### src/rtl/binary_box_detect.sv
// Bounding-box detector for a 1-bit pixel stream: run-length noise filter inside a fixed ROI,
// box/pixel-count/found latched and pulsed on box_valid once at every frame end.
module binary_box_detect #(
  parameter int IMG_HDISP = 640,
  parameter int IMG_VDISP = 480,
  parameter int ROI_LEFT  = 47,
  parameter int ROI_RIGHT = 567,
  parameter int ROI_UP    = 44,
  parameter int ROI_DOWN  = 380,
  parameter int RUN_MIN   = 3,
  parameter int MIN_PIX   = 64
) (
  input  logic        clk,
  input  logic        rst,
  input  logic        per_frame_vsync,
  input  logic        per_frame_href,
  input  logic        per_frame_clken,
  input  logic        per_img_Bit,
  output logic [9:0]  box_left,
  output logic [9:0]  box_right,
  output logic [9:0]  box_up,
  output logic [9:0]  box_down,
  output logic [18:0] box_pix_cnt,
  output logic        box_found,
  output logic        box_valid
);

  typedef enum logic [1:0] {S_WAIT, S_BLANK, S_FRAME, S_END} state_t;

  localparam logic [9:0]  X_LAST    = 10'(IMG_HDISP - 1);
  localparam logic [9:0]  Y_MAX     = 10'h3ff;
  localparam logic [9:0]  ROI_X0    = 10'(ROI_LEFT);
  localparam logic [9:0]  ROI_XSPAN = 10'(ROI_RIGHT - ROI_LEFT);
  localparam logic [9:0]  ROI_Y0    = 10'(ROI_UP);
  localparam logic [9:0]  ROI_YSPAN = 10'(ROI_DOWN - ROI_UP);
  localparam logic [3:0]  RUN_TH    = 4'(RUN_MIN);
  localparam logic [3:0]  RUN_PRE   = 4'(RUN_MIN - 1);
  localparam logic [9:0]  RUN_BACK  = 10'(RUN_MIN - 1);
  localparam logic [18:0] RUN_ADD   = 19'(RUN_MIN);
  localparam logic [18:0] MIN_CNT   = 19'(MIN_PIX);
  localparam int          unused_vdisp = IMG_VDISP;

  state_t      state_q, state_d;
  logic        vsync_q, vsync_d;
  logic        href_q, href_d;
  logic [9:0]  x_q, x_d;
  logic [9:0]  y_q, y_d;
  logic [3:0]  run_q, run_d;
  logic [9:0]  min_x_q, min_x_d;
  logic [9:0]  max_x_q, max_x_d;
  logic [9:0]  min_y_q, min_y_d;
  logic [9:0]  max_y_q, max_y_d;
  logic [18:0] pix_q, pix_d;
  logic [9:0]  left_q, left_d;
  logic [9:0]  right_q, right_d;
  logic [9:0]  up_q, up_d;
  logic [9:0]  down_q, down_d;
  logic [18:0] cnt_q, cnt_d;
  logic        found_q, found_d;
  logic        valid_q, valid_d;

  logic        rise, fall;
  logic        in_roi;
  logic        pix_on;
  logic        run_first;
  logic        counted;
  logic [3:0]  run_inc;
  logic [9:0]  cand_left;
  logic [18:0] pix_add;
  logic        acc_clr;
  logic        acc_en;
  logic [19:0] pix_sum;
  logic [9:0]  min_x_b, max_x_b, min_y_b, max_y_b;
  logic [18:0] pix_b;
  logic        unused_href_probe;

  assign vsync_d = per_frame_vsync;
  assign href_d  = per_frame_href;
  assign rise    = per_frame_vsync & ~vsync_q;
  assign fall    = ~per_frame_vsync & vsync_q;

  // href is kept registered as a debug probe only; clken alone qualifies pixels
  assign unused_href_probe = href_q;

  // Offset-and-span compare keeps the ROI test free of constant comparisons when an edge is 0
  assign in_roi = ((x_q - ROI_X0) <= ROI_XSPAN) && ((y_q - ROI_Y0) <= ROI_YSPAN);

  assign pix_on    = per_frame_clken & ~per_frame_vsync & per_img_Bit & in_roi;
  assign run_inc   = (run_q >= RUN_TH) ? RUN_TH : run_q + 4'd1;
  assign run_first = pix_on && (run_q == RUN_PRE);
  assign counted   = pix_on && (run_inc == RUN_TH);
  assign cand_left = run_first ? (x_q - RUN_BACK) : x_q;
  assign pix_add   = run_first ? RUN_ADD : 19'd1;

  always_comb begin
    x_d   = x_q;
    y_d   = y_q;
    run_d = run_q;
    if (per_frame_vsync) begin
      x_d   = 10'd0;
      y_d   = 10'd0;
      run_d = 4'd0;
    end else if (per_frame_clken) begin
      if (x_q == X_LAST) begin
        x_d = 10'd0;
        if (y_q != Y_MAX) begin
          y_d = y_q + 10'd1;
        end
      end else begin
        x_d = x_q + 10'd1;
      end
      if (per_img_Bit && in_roi) begin
        run_d = run_inc;
      end else begin
        run_d = 4'd0;
      end
      // a run never continues across a line boundary
      if (x_q == X_LAST) begin
        run_d = 4'd0;
      end
    end
  end

  // The fall cycle both clears the accumulators and may carry the frame's first pixel
  assign acc_clr = (state_q == S_BLANK) && fall;
  assign acc_en  = (state_q == S_FRAME) || acc_clr;
  assign min_x_b = acc_clr ? 10'h3ff : min_x_q;
  assign max_x_b = acc_clr ? 10'd0   : max_x_q;
  assign min_y_b = acc_clr ? 10'h3ff : min_y_q;
  assign max_y_b = acc_clr ? 10'd0   : max_y_q;
  assign pix_b   = acc_clr ? 19'd0   : pix_q;
  assign pix_sum = {1'b0, pix_b} + {1'b0, pix_add};

  always_comb begin
    min_x_d = min_x_b;
    max_x_d = max_x_b;
    min_y_d = min_y_b;
    max_y_d = max_y_b;
    pix_d   = pix_b;
    if (acc_en && counted) begin
      pix_d = pix_sum[19] ? {19{1'b1}} : pix_sum[18:0];
      if (cand_left < min_x_b) begin
        min_x_d = cand_left;
      end
      if (x_q > max_x_b) begin
        max_x_d = x_q;
      end
      if (y_q < min_y_b) begin
        min_y_d = y_q;
      end
      if (y_q > max_y_b) begin
        max_y_d = y_q;
      end
    end
  end

  always_comb begin
    state_d = state_q;
    valid_d = 1'b0;
    left_d  = left_q;
    right_d = right_q;
    up_d    = up_q;
    down_d  = down_q;
    cnt_d   = cnt_q;
    found_d = found_q;
    case (state_q)
      S_WAIT: begin
        if (per_frame_vsync) begin
          state_d = S_BLANK;
        end
      end
      S_BLANK: begin
        if (fall) begin
          state_d = S_FRAME;
        end
      end
      S_FRAME: begin
        if (rise) begin
          state_d = S_END;
        end
      end
      S_END: begin
        valid_d = 1'b1;
        cnt_d   = pix_q;
        if (pix_q >= MIN_CNT) begin
          left_d  = min_x_q;
          right_d = max_x_q;
          up_d    = min_y_q;
          down_d  = max_y_q;
          found_d = 1'b1;
        end else begin
          left_d  = 10'd0;
          right_d = 10'd0;
          up_d    = 10'd0;
          down_d  = 10'd0;
          found_d = 1'b0;
        end
        state_d = S_BLANK;
      end
      default: begin
        state_d = S_WAIT;
      end
    endcase
  end

  always_ff @(posedge clk) begin
    if (rst) begin
      state_q <= S_WAIT;
      vsync_q <= 1'b0;
      href_q  <= 1'b0;
      x_q     <= 10'd0;
      y_q     <= 10'd0;
      run_q   <= 4'd0;
      min_x_q <= 10'h3ff;
      max_x_q <= 10'd0;
      min_y_q <= 10'h3ff;
      max_y_q <= 10'd0;
      pix_q   <= 19'd0;
      left_q  <= 10'd0;
      right_q <= 10'd0;
      up_q    <= 10'd0;
      down_q  <= 10'd0;
      cnt_q   <= 19'd0;
      found_q <= 1'b0;
      valid_q <= 1'b0;
    end else begin
      state_q <= state_d;
      vsync_q <= vsync_d;
      href_q  <= href_d;
      x_q     <= x_d;
      y_q     <= y_d;
      run_q   <= run_d;
      min_x_q <= min_x_d;
      max_x_q <= max_x_d;
      min_y_q <= min_y_d;
      max_y_q <= max_y_d;
      pix_q   <= pix_d;
      left_q  <= left_d;
      right_q <= right_d;
      up_q    <= up_d;
      down_q  <= down_d;
      cnt_q   <= cnt_d;
      found_q <= found_d;
      valid_q <= valid_d;
    end
  end

  assign box_left    = left_q;
  assign box_right   = right_q;
  assign box_up      = up_q;
  assign box_down    = down_q;
  assign box_pix_cnt = cnt_q;
  assign box_found   = found_q;
  assign box_valid   = valid_q;

endmodule
### config.mk
export PLATFORM = sky130hd
export DESIGN_NAME = binary_box_detect
export DESIGN_NICKNAME = d
export VERILOG_FILES = /design/src/rtl/binary_box_detect.sv
export SDC_FILE = /design/constraint.sdc
export NUM_CORES = 1
export LEC_CHECK = 0
export ABC_AREA = 0
export CAP_MARGIN = 10
export CORE_AREA = 8 8 156 158
export CTS_BUF_LIST = sky130_fd_sc_hd__clkbuf_8
export CTS_CLUSTER_SIZE = 8
export DETAILED_ROUTE_END_ITERATION = 16
export DIE_AREA = 0 0 164 166
export MAX_ROUTING_LAYER = met4
export PLACE_DENSITY = 0.6
export SYNTH_ARGS = -nofsm -noshare
export SYNTH_HDL_FRONTEND = slang
export SYNTH_SLANG_ARGS = --single-unit
### constraint.sdc
create_clock -name clk -period 3.7 [get_ports clk]
set_input_delay 0.74 -clock clk [delete_from_list [all_inputs] [get_ports clk]]
set_output_delay 0.74 -clock clk [all_outputs]
set_load 0.01 [all_outputs]
==> impl_metrics.csv, run 1 <==
group,metric,value,unit
floorplan,num_io_pins,67,
floorplan,die_w,164,um
yosys,syn_area_per_cell,9.028,um^2
global_routing,grt_usage,14.84,%
timing,grt_setup_unrepaired,"yes",
finish,final_area,9590,um^2
timing,hold_viol,0,
critical_path,start_kind,"register",
critical_path,crit_end,"min_x_q[7]",
yosys,syn_nets,891,
cts,clock_latency,0.46,ns
yosys,synth_area_leaders,"dfxtp_1, ha_1, nor2_1",
finish,utilization,43.42,%
timing,max_freq,268.7,MHz
finish,finalNetCount,1011,
critical_path,arrival,4.07,ns
yosys,synthArstFlopShare,0,%
timing,period_minus_slack,3.721,ns
drt,antenna_left,0,
yosys,yosys.area.top_type,"dfxtp_1",
place,numPortBuffers,65,
timing,period_share,100.6,%
drt,dr.pass1.iters,4,
yosys,netlist_area,7511,um^2
floorplan,core.rowCount,55,
floorplan,initial_core_util,34.00,%
critical_path,end_kind,"register",
power,seq_power_share,51.8,%
place,gp_congestion,0.8239,
critical_path,rr_worst_depth,15,
finish,drive_above_1_share,18.96,%
yosys,yosys_warnings,0,
cts,htree_levels,4,
cts,cts_buffer_depth,2,
global_routing,first_global_vias,5987,
power,p_per_area,326.2,nW/um^2
global_routing,antenna_found_initial,0,
critical_path,r2r_end,"min_x_q[7]",
place,dp_hpwl,14.19,mm
drt,viasPerCell,5.088,
drt,drt_iter0_markers,318,
drt,wire_per_inst,15.52,um
global_routing,overflow,0,
place,placed_area,9027,um^2
yosys,synth_cells,832,
timing,fin_skew,0.01680,ns
yosys,synth_seq_cells,147,
critical_path,required,4.05,ns
status,violations,"negative setup slack",
yosys,ys_seq_area_share,39.18,%
cts,clk_pin_slew_worst_paths,0.08,ns
timing,worstMarginPinSlew,0.8322,ns
finish,syn2layout_area_growth,27.69,%
critical_path,critPathLaunch,"x_q[1]",
floorplan,core-area,22090,um^2
drt,via_count,6360,
timing,slew_violations,0,
global_routing,grt_pass1_wl,31.79,mm
critical_path,reg2reg_from,"x_q[1]",
timing,setup_violations,4,
critical_path,worst-setup-path-type,"reg2reg",
yosys,synthTopCellsByCount,"dfxtp_1, nor2_1, nand2_1, ha_1, a22oi_1",
power,worst_ir_drop_vdd,188.3,uV
yosys,synth_top_cell_area_share,39.18,%
critical_path,rrSetupSlack,-0.02,ns
yosys,synthFlopType,"dfxtp_1",
cts,numCtsBuffers,17,
yosys,synth_cell_type_count,84,
power,sw_frac_of_total,27.37,%
yosys,synth_edf_count,0,
timing,setup_ws,-0.02116,ns
power,p_clk_share,39.7,%
finish,antenna_cells,0,
drt,drcViolationCount,0,
power,p_leak,3.692,nW
critical_path,crit_fanout,8,
hold_path,hold_class,"reg2reg",
power,switching_power,856.4,uW
power,combPwrFrac,8.5,%
floorplan,die_y,166,um
power,cellInternalPower,2.272,mW
cts,cts.sinks,147,
timing,relSlewSlack,44.34,%
cts,cts_tree,"built",
cts,cts-root-buf,"clkbuf_8",
drt,wirelength,19.40,mm
yosys,synth.most_common_cell,"dfxtp_1",
global_routing,grt_max_degree,73,
flow_run,cap_violations,0,
finish,nFillCells,2123,
status,status,"complete, but fails checks",
floorplan,design.die.area,27220,um^2
power groups by stage:
stage               Combinational, mW  Clock [mW]  Sequential (mW)
finish                          0.267        1.24             1.62
global route                    0.292        1.35             1.62
CTS                             0.268        1.29             1.62
detailed placement              0.266           0             1.66
global placement                0.263           0             1.66
floorplan                       0.173           0             1.66
layer usage:
layer / global-route usage (%) / part of all wire [%] / up-vias
li1: - / - / 3224
met1: 19.84 / 49 / 3021
met2: 22.54 / 47 / 104
met3: 2.231 / 3.1 / 11
met4: 4.864 / 1.0 / 0
met5: - / 0 / -
flip-flops by register name (all words and copies together) (netlist names), 2 cells and up:
register	flops
pix_q	19
box_pix_cnt	19
min_x_q	10
box_right	10
x_q	10
run_q	4
box_down	10
box_left	10
max_y_q	10
max_x_q	10
min_y_q	10
box_up	10
y_q	10
state_q	2
how the worst min path moves through the flow:
stage,startpoint,endpoint,cells after the start
after CTS,max_x_q[3],max_x_q[3],2
after floorplan,max_y_q[0],box_down[0],2
after detailed placement,max_x_q[2],box_right[2],2
after global placement,max_x_q[6],box_right[6],2
final,box_pix_cnt[7],box_pix_cnt[7],2
after global routing,run_q[3],run_q[3],1
layout by cell type (no fill, tap or decap), drive strengths merged, types with 5 or more instances in the layout:
| cell | synthesis | layout |
|---|---|---|
| nand2b | 8 | 8 |
| dfxtp | 147 | 147 |
| inv | 22 | 28 |
| o21ai | 18 | 18 |
| xnor2 | 25 | 25 |
| clkinv | 1 | 5 |
| nor4 | 10 | 10 |
| o31ai | 10 | 10 |
| mux2 | 6 | 6 |
| a21o | 8 | 8 |
| a21oi | 25 | 25 |
| clkdlybuf4s50 | 0 | 64 |
| and4 | 5 | 5 |
| mux2i | 33 | 33 |
| nor2b | 7 | 7 |
| and3 | 7 | 7 |
| a22oi | 42 | 42 |
| o22a | 6 | 6 |
| nand2 | 55 | 55 |
| nand3 | 14 | 14 |
| nor3 | 20 | 20 |
| ha | 52 | 52 |
| clkbuf | 38 | 18 |
| and2 | 8 | 8 |
| xor2 | 9 | 9 |
| or2 | 15 | 15 |
| nand4 | 12 | 12 |
| nand3b | 12 | 12 |
| nor2 | 135 | 135 |
| buf | 15 | 90 |
logic make-up after synthesis:
logic type                 synth area share [%]
AOI/OAI and AO/OA                         16.23
adders and majority gates                 8.929
and+or+nand+nor                           21.99
xor gates and xnor gates                  3.965
buffers and inverters                     4.414
DFF                                       39.18
muxes                                     5.297
layout make-up:
class	count	area [um^2]	area share, %
Multi-Input combinational cell	609	4448	46.38
Sequential cell	147	2948	30.74
Timing Repair Buffer	154	1361	14.19
Inverter	23	86.33	0.9002
Clock inverter	14	142.6	1.487
Clock buffer	18	247.7	2.583
Tap cell	285	356.6	3.718
repair_timing:
item                       CTS  global route
setup endpoints to repair   10            10
hold buffers                 0             0
pin swaps                    0            11
buffers inserted             1             5
gates resized for setup      4            20
worst max-delay path, cell delays in order (launching register included):
cell       delay [ns]
dfxtp_4          0.37
ha_4             0.16
and4_1           0.20
o41a_1           0.36
a2111oi_4        0.29
a21oi_4          0.12
buf_4            0.17
nor3_4           0.17
xor2_1           0.20
ha_1             0.27
and4_1           0.22
o2111ai_2        0.09
a21oi_1          0.06
a2111o_1         0.36
or3_4            0.39
o22a_1           0.18
stage by stage:
stage	setup slack, ns	total power [mW]	instances	TNS (ns)	hold slack [ns]
global route	-0.1843	3.271	1250	-1.237	0.5201
detailed placement	-0.6093	1.924	1212	-6.147	0.4829
finish	-0.02116	3.128	1250	-0.06531	0.4969
floorplan	0.0004787	1.830	832	0	0.4533
global placement	-0.5740	1.920	1212	-5.690	0.4732
CTS	-0.05652	3.180	1245	-0.3451	0.5054
Note: power is estimated with default switching activity, not from simulation.
==> run 2: changes to the inputs <==
==> constraint.sdc (replaced) <==
create_clock -name clk -period 3.7 [get_ports clk]
set_input_delay 0.74 -clock clk [delete_from_list [all_inputs] [get_ports clk]]
set_output_delay 0.74 -clock clk [all_outputs]
set_load 0.05 [all_outputs]
==> results of run 2 <==
The final DEF is identical to that of run 1. Status: complete, but fails checks: negative setup slack.
Main changes from that run: total power 3.128 mW -> 3.152 mW; worst IR drop on VDD 188.3 uV -> 188.4 uV
==> RTL change 1, RTL diff (config.mk and constraints of run 2) <==
Add an input register stage for `per_frame_vsync`, `per_frame_href` and `per_img_Bit`, with the module's reset; this delays them by one clock.
--- a/src/rtl/binary_box_detect.sv
+++ b/src/rtl/binary_box_detect.sv
@@ -42,2 +42,18 @@
 
+  logic per_frame_vsync_q;
+  logic per_frame_href_q;
+  logic per_img_Bit_q;
+
+  always_ff @(posedge clk) begin
+    if (rst) begin
+      per_frame_vsync_q <= '0;
+      per_frame_href_q  <= '0;
+      per_img_Bit_q     <= '0;
+    end else begin
+      per_frame_vsync_q <= per_frame_vsync;
+      per_frame_href_q  <= per_frame_href;
+      per_img_Bit_q     <= per_img_Bit;
+    end
+  end
+
   state_t      state_q, state_d;
@@ -76,6 +92,6 @@
 
-  assign vsync_d = per_frame_vsync;
-  assign href_d  = per_frame_href;
-  assign rise    = per_frame_vsync & ~vsync_q;
-  assign fall    = ~per_frame_vsync & vsync_q;
+  assign vsync_d = per_frame_vsync_q;
+  assign href_d  = per_frame_href_q;
+  assign rise    = per_frame_vsync_q & ~vsync_q;
+  assign fall    = ~per_frame_vsync_q & vsync_q;
 
@@ -87,3 +103,3 @@
 
-  assign pix_on    = per_frame_clken & ~per_frame_vsync & per_img_Bit & in_roi;
+  assign pix_on    = per_frame_clken & ~per_frame_vsync_q & per_img_Bit_q & in_roi;
   assign run_inc   = (run_q >= RUN_TH) ? RUN_TH : run_q + 4'd1;
@@ -98,3 +114,3 @@
     run_d = run_q;
-    if (per_frame_vsync) begin
+    if (per_frame_vsync_q) begin
       x_d   = 10'd0;
@@ -111,3 +127,3 @@
       end
-      if (per_img_Bit && in_roi) begin
+      if (per_img_Bit_q && in_roi) begin
         run_d = run_inc;
@@ -167,3 +183,3 @@
       S_WAIT: begin
-        if (per_frame_vsync) begin
+        if (per_frame_vsync_q) begin
           state_d = S_BLANK;
Function: changed (Yosys sat finds a counterexample within 10 cycles, from zero or initial values and one cycle with rst high).
==> RTL change 1 against run 2 <==
  * The run still ends with negative setup slack left
  * Sequential share of layout area up 0.46 points
  * Cell area unchanged
  * Total power up 0.47%
  * Core utilization unchanged
  * Routed wire length up 5.5%
  * Clock power up 5%
  * Clock skew down 0.0016 ns
  * Setup slack worse by 0.049 ns
  * Count of clock-buffer cells in the layout unchanged
  * Sequential cell count up 2
  * Via count up 7.3%
  * Synthesized area up 0.50%
  * Global-route usage up 0.93 points
==> RTL change 1: results (changes against run 2) <==
| Metric | Value |
|---|---|
| Layout filler cell count | `2149 (was 2123)` |
| Layout cells sized above 1 | `0.164 (was 0.190)` |
| Multi-input gate area | `4430 um2 (was 4450 um2)` |
| Synth cell count leaders | `149 x dfxtp_1, 137 x nor2_1, 62 x nand2_1 (was 147 x dfxtp_1, 134 x nor2_1, 55 x nand2_1)` |
| Detailed Place HPWL | `14300 um (was 14200 um)` |
| Post-CTS Repair Setup Buffers | `7 (was 1)` |
| Post-synth cell types | `70 (was 84)` |
| Peak VDD IR | `0.000254 V (was 0.000188 V)` |
| Placed Instance Area | `8980 um2 (was 9030 um2)` |
| Count of multi-input gates | `649 (was 609)` |
| Met3 Use GR | `0.0320 (was 0.0223)` |
| Post-cts resize count | `13 (was 4)` |
| Slack of the critical path | `-0.0698 ns (was -0.0212 ns)` |
| FF/Latch Area | `2990 um2 (was 2950 um2)` |
| Worst Skew | `0.0152 ns (was 0.0168 ns)` |
| Sw frac | `0.268 (was 0.279)` |
| Per-cell routed wire length | `15.9 um (was 15.5 um)` |
| First-pass GRT wire length | `33900 um (was 31800 um)` |
| Seq/Total Area, Yosys | `0.395 (was 0.392)` |
| DRT Pass-1 Iters | `5 (was 4)` |
| Initial drt markers | `385 (was 318)` |
| Worst slack on hold paths | `0.498 ns (was 0.497 ns)` |
| Clock buffers | `18 (unchanged)` |
| Top cells by area, synth | `dfxtp_1 40%, ha_1 8.6%, nor2_1 6.8% (was dfxtp_1 39%, ha_1 8.7%, nor2_1 6.7%)` |
| Syn_area_per_cell | `8.58 um2 (was 9.03 um2)` |
| Grt met1 use | `0.203 (was 0.198)` |
| GRT Util Overall | `0.158 (was 0.148)` |
| Nonclk buf count | `153 (was 154)` |
| CP max FO | `5 (was 8)` |
| Slew @ Worst Pin | `0.792 ns (was 0.832 ns)` |
| Met2 Resource Use GR | `0.245 (was 0.225)` |
| Failing checks | `negative setup slack (unchanged)` |
| Worst path max stage delay | `0.41 ns (was 0.39 ns)` |
| Vias in the first global route | `6538 (was 5987)` |
| Count of final setup violators | `5 (was 4)` |
| Outcome | `complete, but fails checks (unchanged)` |
| Arr. time, crit path | `4.12 ns (was 4.07 ns)` |
| Sequential cell count | `149 (was 147)` |
==> RTL change 1: kinds of logic after synthesis <==
family	Yosys count	synth area share
XOR/XNOR	22	0.0255
adder cells (fa/ha/maj)	53	0.0888
multiplexers	26	0.0346
AO/OA/AOI/OAI	198	0.189
AND/OR/NAND/NOR	350	0.222
buffers and inverters	82	0.0446
flip-flops	149	0.395
==> RTL change 1: power by group through the flow <==
| stage | sequential, mW | clock (mW) | combinational [mW] |
|---|---|---|---|
| 2_1_floorplan | 1.67 | 0 | 0.170 |
| 4_1_cts | 1.63 | 1.34 | 0.239 |
| 3_5_place_dp | 1.67 | 0 | 0.236 |
| 5_1_grt | 1.63 | 1.41 | 0.265 |
| 3_3_place_gp | 1.67 | 0 | 0.233 |
| 6_report | 1.63 | 1.30 | 0.237 |
==> RTL change 1: final timing paths <==
| kind | start | end | depth (start not counted) |
|---|---|---|---|
| worst max-delay path | x_q[1]$_SDFFE_PP0P_ | min_x_q[0]$_SDFF_PP1_ | 17 |
| worst max register to register | x_q[1]$_SDFFE_PP0P_ | min_x_q[0]$_SDFF_PP1_ | 17 |
| worst min register to register | max_y_q[9]$_SDFF_PP0_ | max_y_q[9]$_SDFF_PP0_ | 2 |
| worst min-delay path | max_y_q[9]$_SDFF_PP0_ | max_y_q[9]$_SDFF_PP0_ | 2 |
==> RTL change 1: metrics by stage <==
stage	instances	setup slack, ns	TNS [ns]
2_1_floorplan	880	-0.0148	-0.0513
3_3_place_gp	1249	-0.276	-3.08
3_5_place_dp	1249	-0.330	-4.03
4_1_cts	1288	-0.0443	-0.0712
5_1_grt	1291	-0.275	-2.93
6_report	1291	-0.0698	-0.115
==> RTL change 1: metal layers <==
layer  up-vias  wire (um)
met4         0        329
met3        26       1030
met5         -          0
li1       3416          -
met1      3238       9760
met2       145       9360
==> RTL change 2, RTL diff (settings of run 2) <==
Without the edit above. Set the parameter `ROI_UP` to 22 (it was 44).
--- a/src/rtl/binary_box_detect.sv
+++ b/src/rtl/binary_box_detect.sv
@@ -7,3 +7,3 @@
   parameter int ROI_RIGHT = 567,
-  parameter int ROI_UP    = 44,
+  parameter int ROI_UP    = 22,
   parameter int ROI_DOWN  = 380,
Function: same outputs for any inputs over 10 cycles, from zero or initial values and one cycle with rst high; that may be too few to reach the edited logic, so the function may still have changed.
==> RTL change 2 against run 2 <==
  * The run still ends with negative setup slack left
  * Clock skew rose by 0.0019 ns
  * Largest power group unchanged
  * Routed wire length rose by 7.6%
  * Cell area rose by 4.8%
  * Critical path depth did not move
  * Synthesized area rose by 0.23%
  * Die area did not move
  * Sequential cell count did not move
  * Global-route usage rose by 1.0 points
  * Setup slack got worse by 0.18 ns
  * Total power fell by 0.84%
==> RTL change 2: results (changes against run 2) <==
| Metric | Value |
|---|---|
| Initial drt markers | `338 (was 318)` |
| M1 wire length | `10100 um (was 9560 um)` |
| Slew headroom | `0.458 (was 0.443)` |
| Multi-input combinational area share | `0.466 (was 0.464)` |
| Post-CTS Repair Setup Buffers | `4 (was 1)` |
| Final non-filler cell total | `1311 (was 1250)` |
| Inverters excl. clock | `26 (was 23)` |
| Mux share of post-synthesis cell area | `0.0627 (was 0.0530)` |
| Via count | `6830 (was 6360)` |
| Seq/total area | `0.294 (was 0.307)` |
| DRT Pass-1 Iters | `5 (was 4)` |
| Final core utilization | `0.455 (was 0.434)` |
| Slack of the critical path | `-0.203 ns (was -0.0212 ns)` |
| Worst path slowest cell | `or4_4 (was or3_4)` |
| CP max FO | `5 (was 8)` |
| Arr. time, crit path | `4.26 ns (was 4.07 ns)` |
| Synthesized Nets | `930 (was 891)` |
| First-pass GRT wire length | `34000 um (was 31800 um)` |
| Adder-Cell Fraction of Synth Area | `0.0907 (was 0.0893)` |
| Placed cell count | `1267 (was 1212)` |
| Met3 Use GR | `0.0290 (was 0.0223)` |
| Count of final setup violators | `12 (was 4)` |
| Count of multi-input gates | `644 (was 609)` |
| Placed Instance Area | `9200 um2 (was 9030 um2)` |
| Dpl ws | `-0.448 ns (was -0.609 ns)` |
| Placer congestion estimate | `0.915 (was 0.824)` |
| Clock buf/inv share | `0.0408 (was 0.0407)` |
| Vias in the first global route | `6591 (was 5987)` |
| GRT Util Overall | `0.159 (was 0.148)` |
| Failing checks | `negative setup slack (unchanged)` |
| Leakage | `3.96 nW (was 3.69 nW)` |
| Post-cts resize count | `9 (was 4)` |
| Outcome | `complete, but fails checks (unchanged)` |
| Detailed Place HPWL | `14900 um (was 14200 um)` |
| Post-synth cell types | `68 (was 84)` |
| XOR/XNOR Fraction of Synth Area | `0.0372 (was 0.0396)` |
| Top cells by area, synth | `dfxtp_1 39%, ha_1 8.8%, nor2_1 7.1% (was dfxtp_1 39%, ha_1 8.7%, nor2_1 6.7%)` |
| Sw frac | `0.262 (was 0.279)` |
| Clock power share | `0.419 (was 0.394)` |
| Post-Synthesis Cells | `870 (was 832)` |
| Peak VDD IR | `0.000193 V (was 0.000188 V)` |
| Clock group power | `1.31 mW (was 1.24 mW)` |
| Worst Skew | `0.0187 ns (was 0.0168 ns)` |
==> RTL change 2: cell types whose count changed after synthesis, moves of 6 or more <==
cell	delta
mux2_2	+8
nor3_1	+12
o21ai_0	+8
nor4_1	+12
a21oi_1	+8
nand3_1	+6
nand3b_1	-11
buf_1	+6
nor2_1	+9
or2_2	-7
==> RTL change 2: path summary, 6_finish.rpt <==
path / startpoint / endpoint / slack (ns) / cells after the start
min: box_pix_cnt[10]$_SDFFE_PP0P_ / box_pix_cnt[10]$_SDFFE_PP0P_ / 0.50 / 2
max reg2reg: y_q[1]$_SDFFE_PP0P_ / min_x_q[2]$_SDFF_PP1_ / -0.20 / 15
min reg2reg: box_pix_cnt[10]$_SDFFE_PP0P_ / box_pix_cnt[10]$_SDFFE_PP0P_ / 0.50 / 2
max: y_q[1]$_SDFFE_PP0P_ / min_x_q[2]$_SDFF_PP1_ / -0.20 / 15
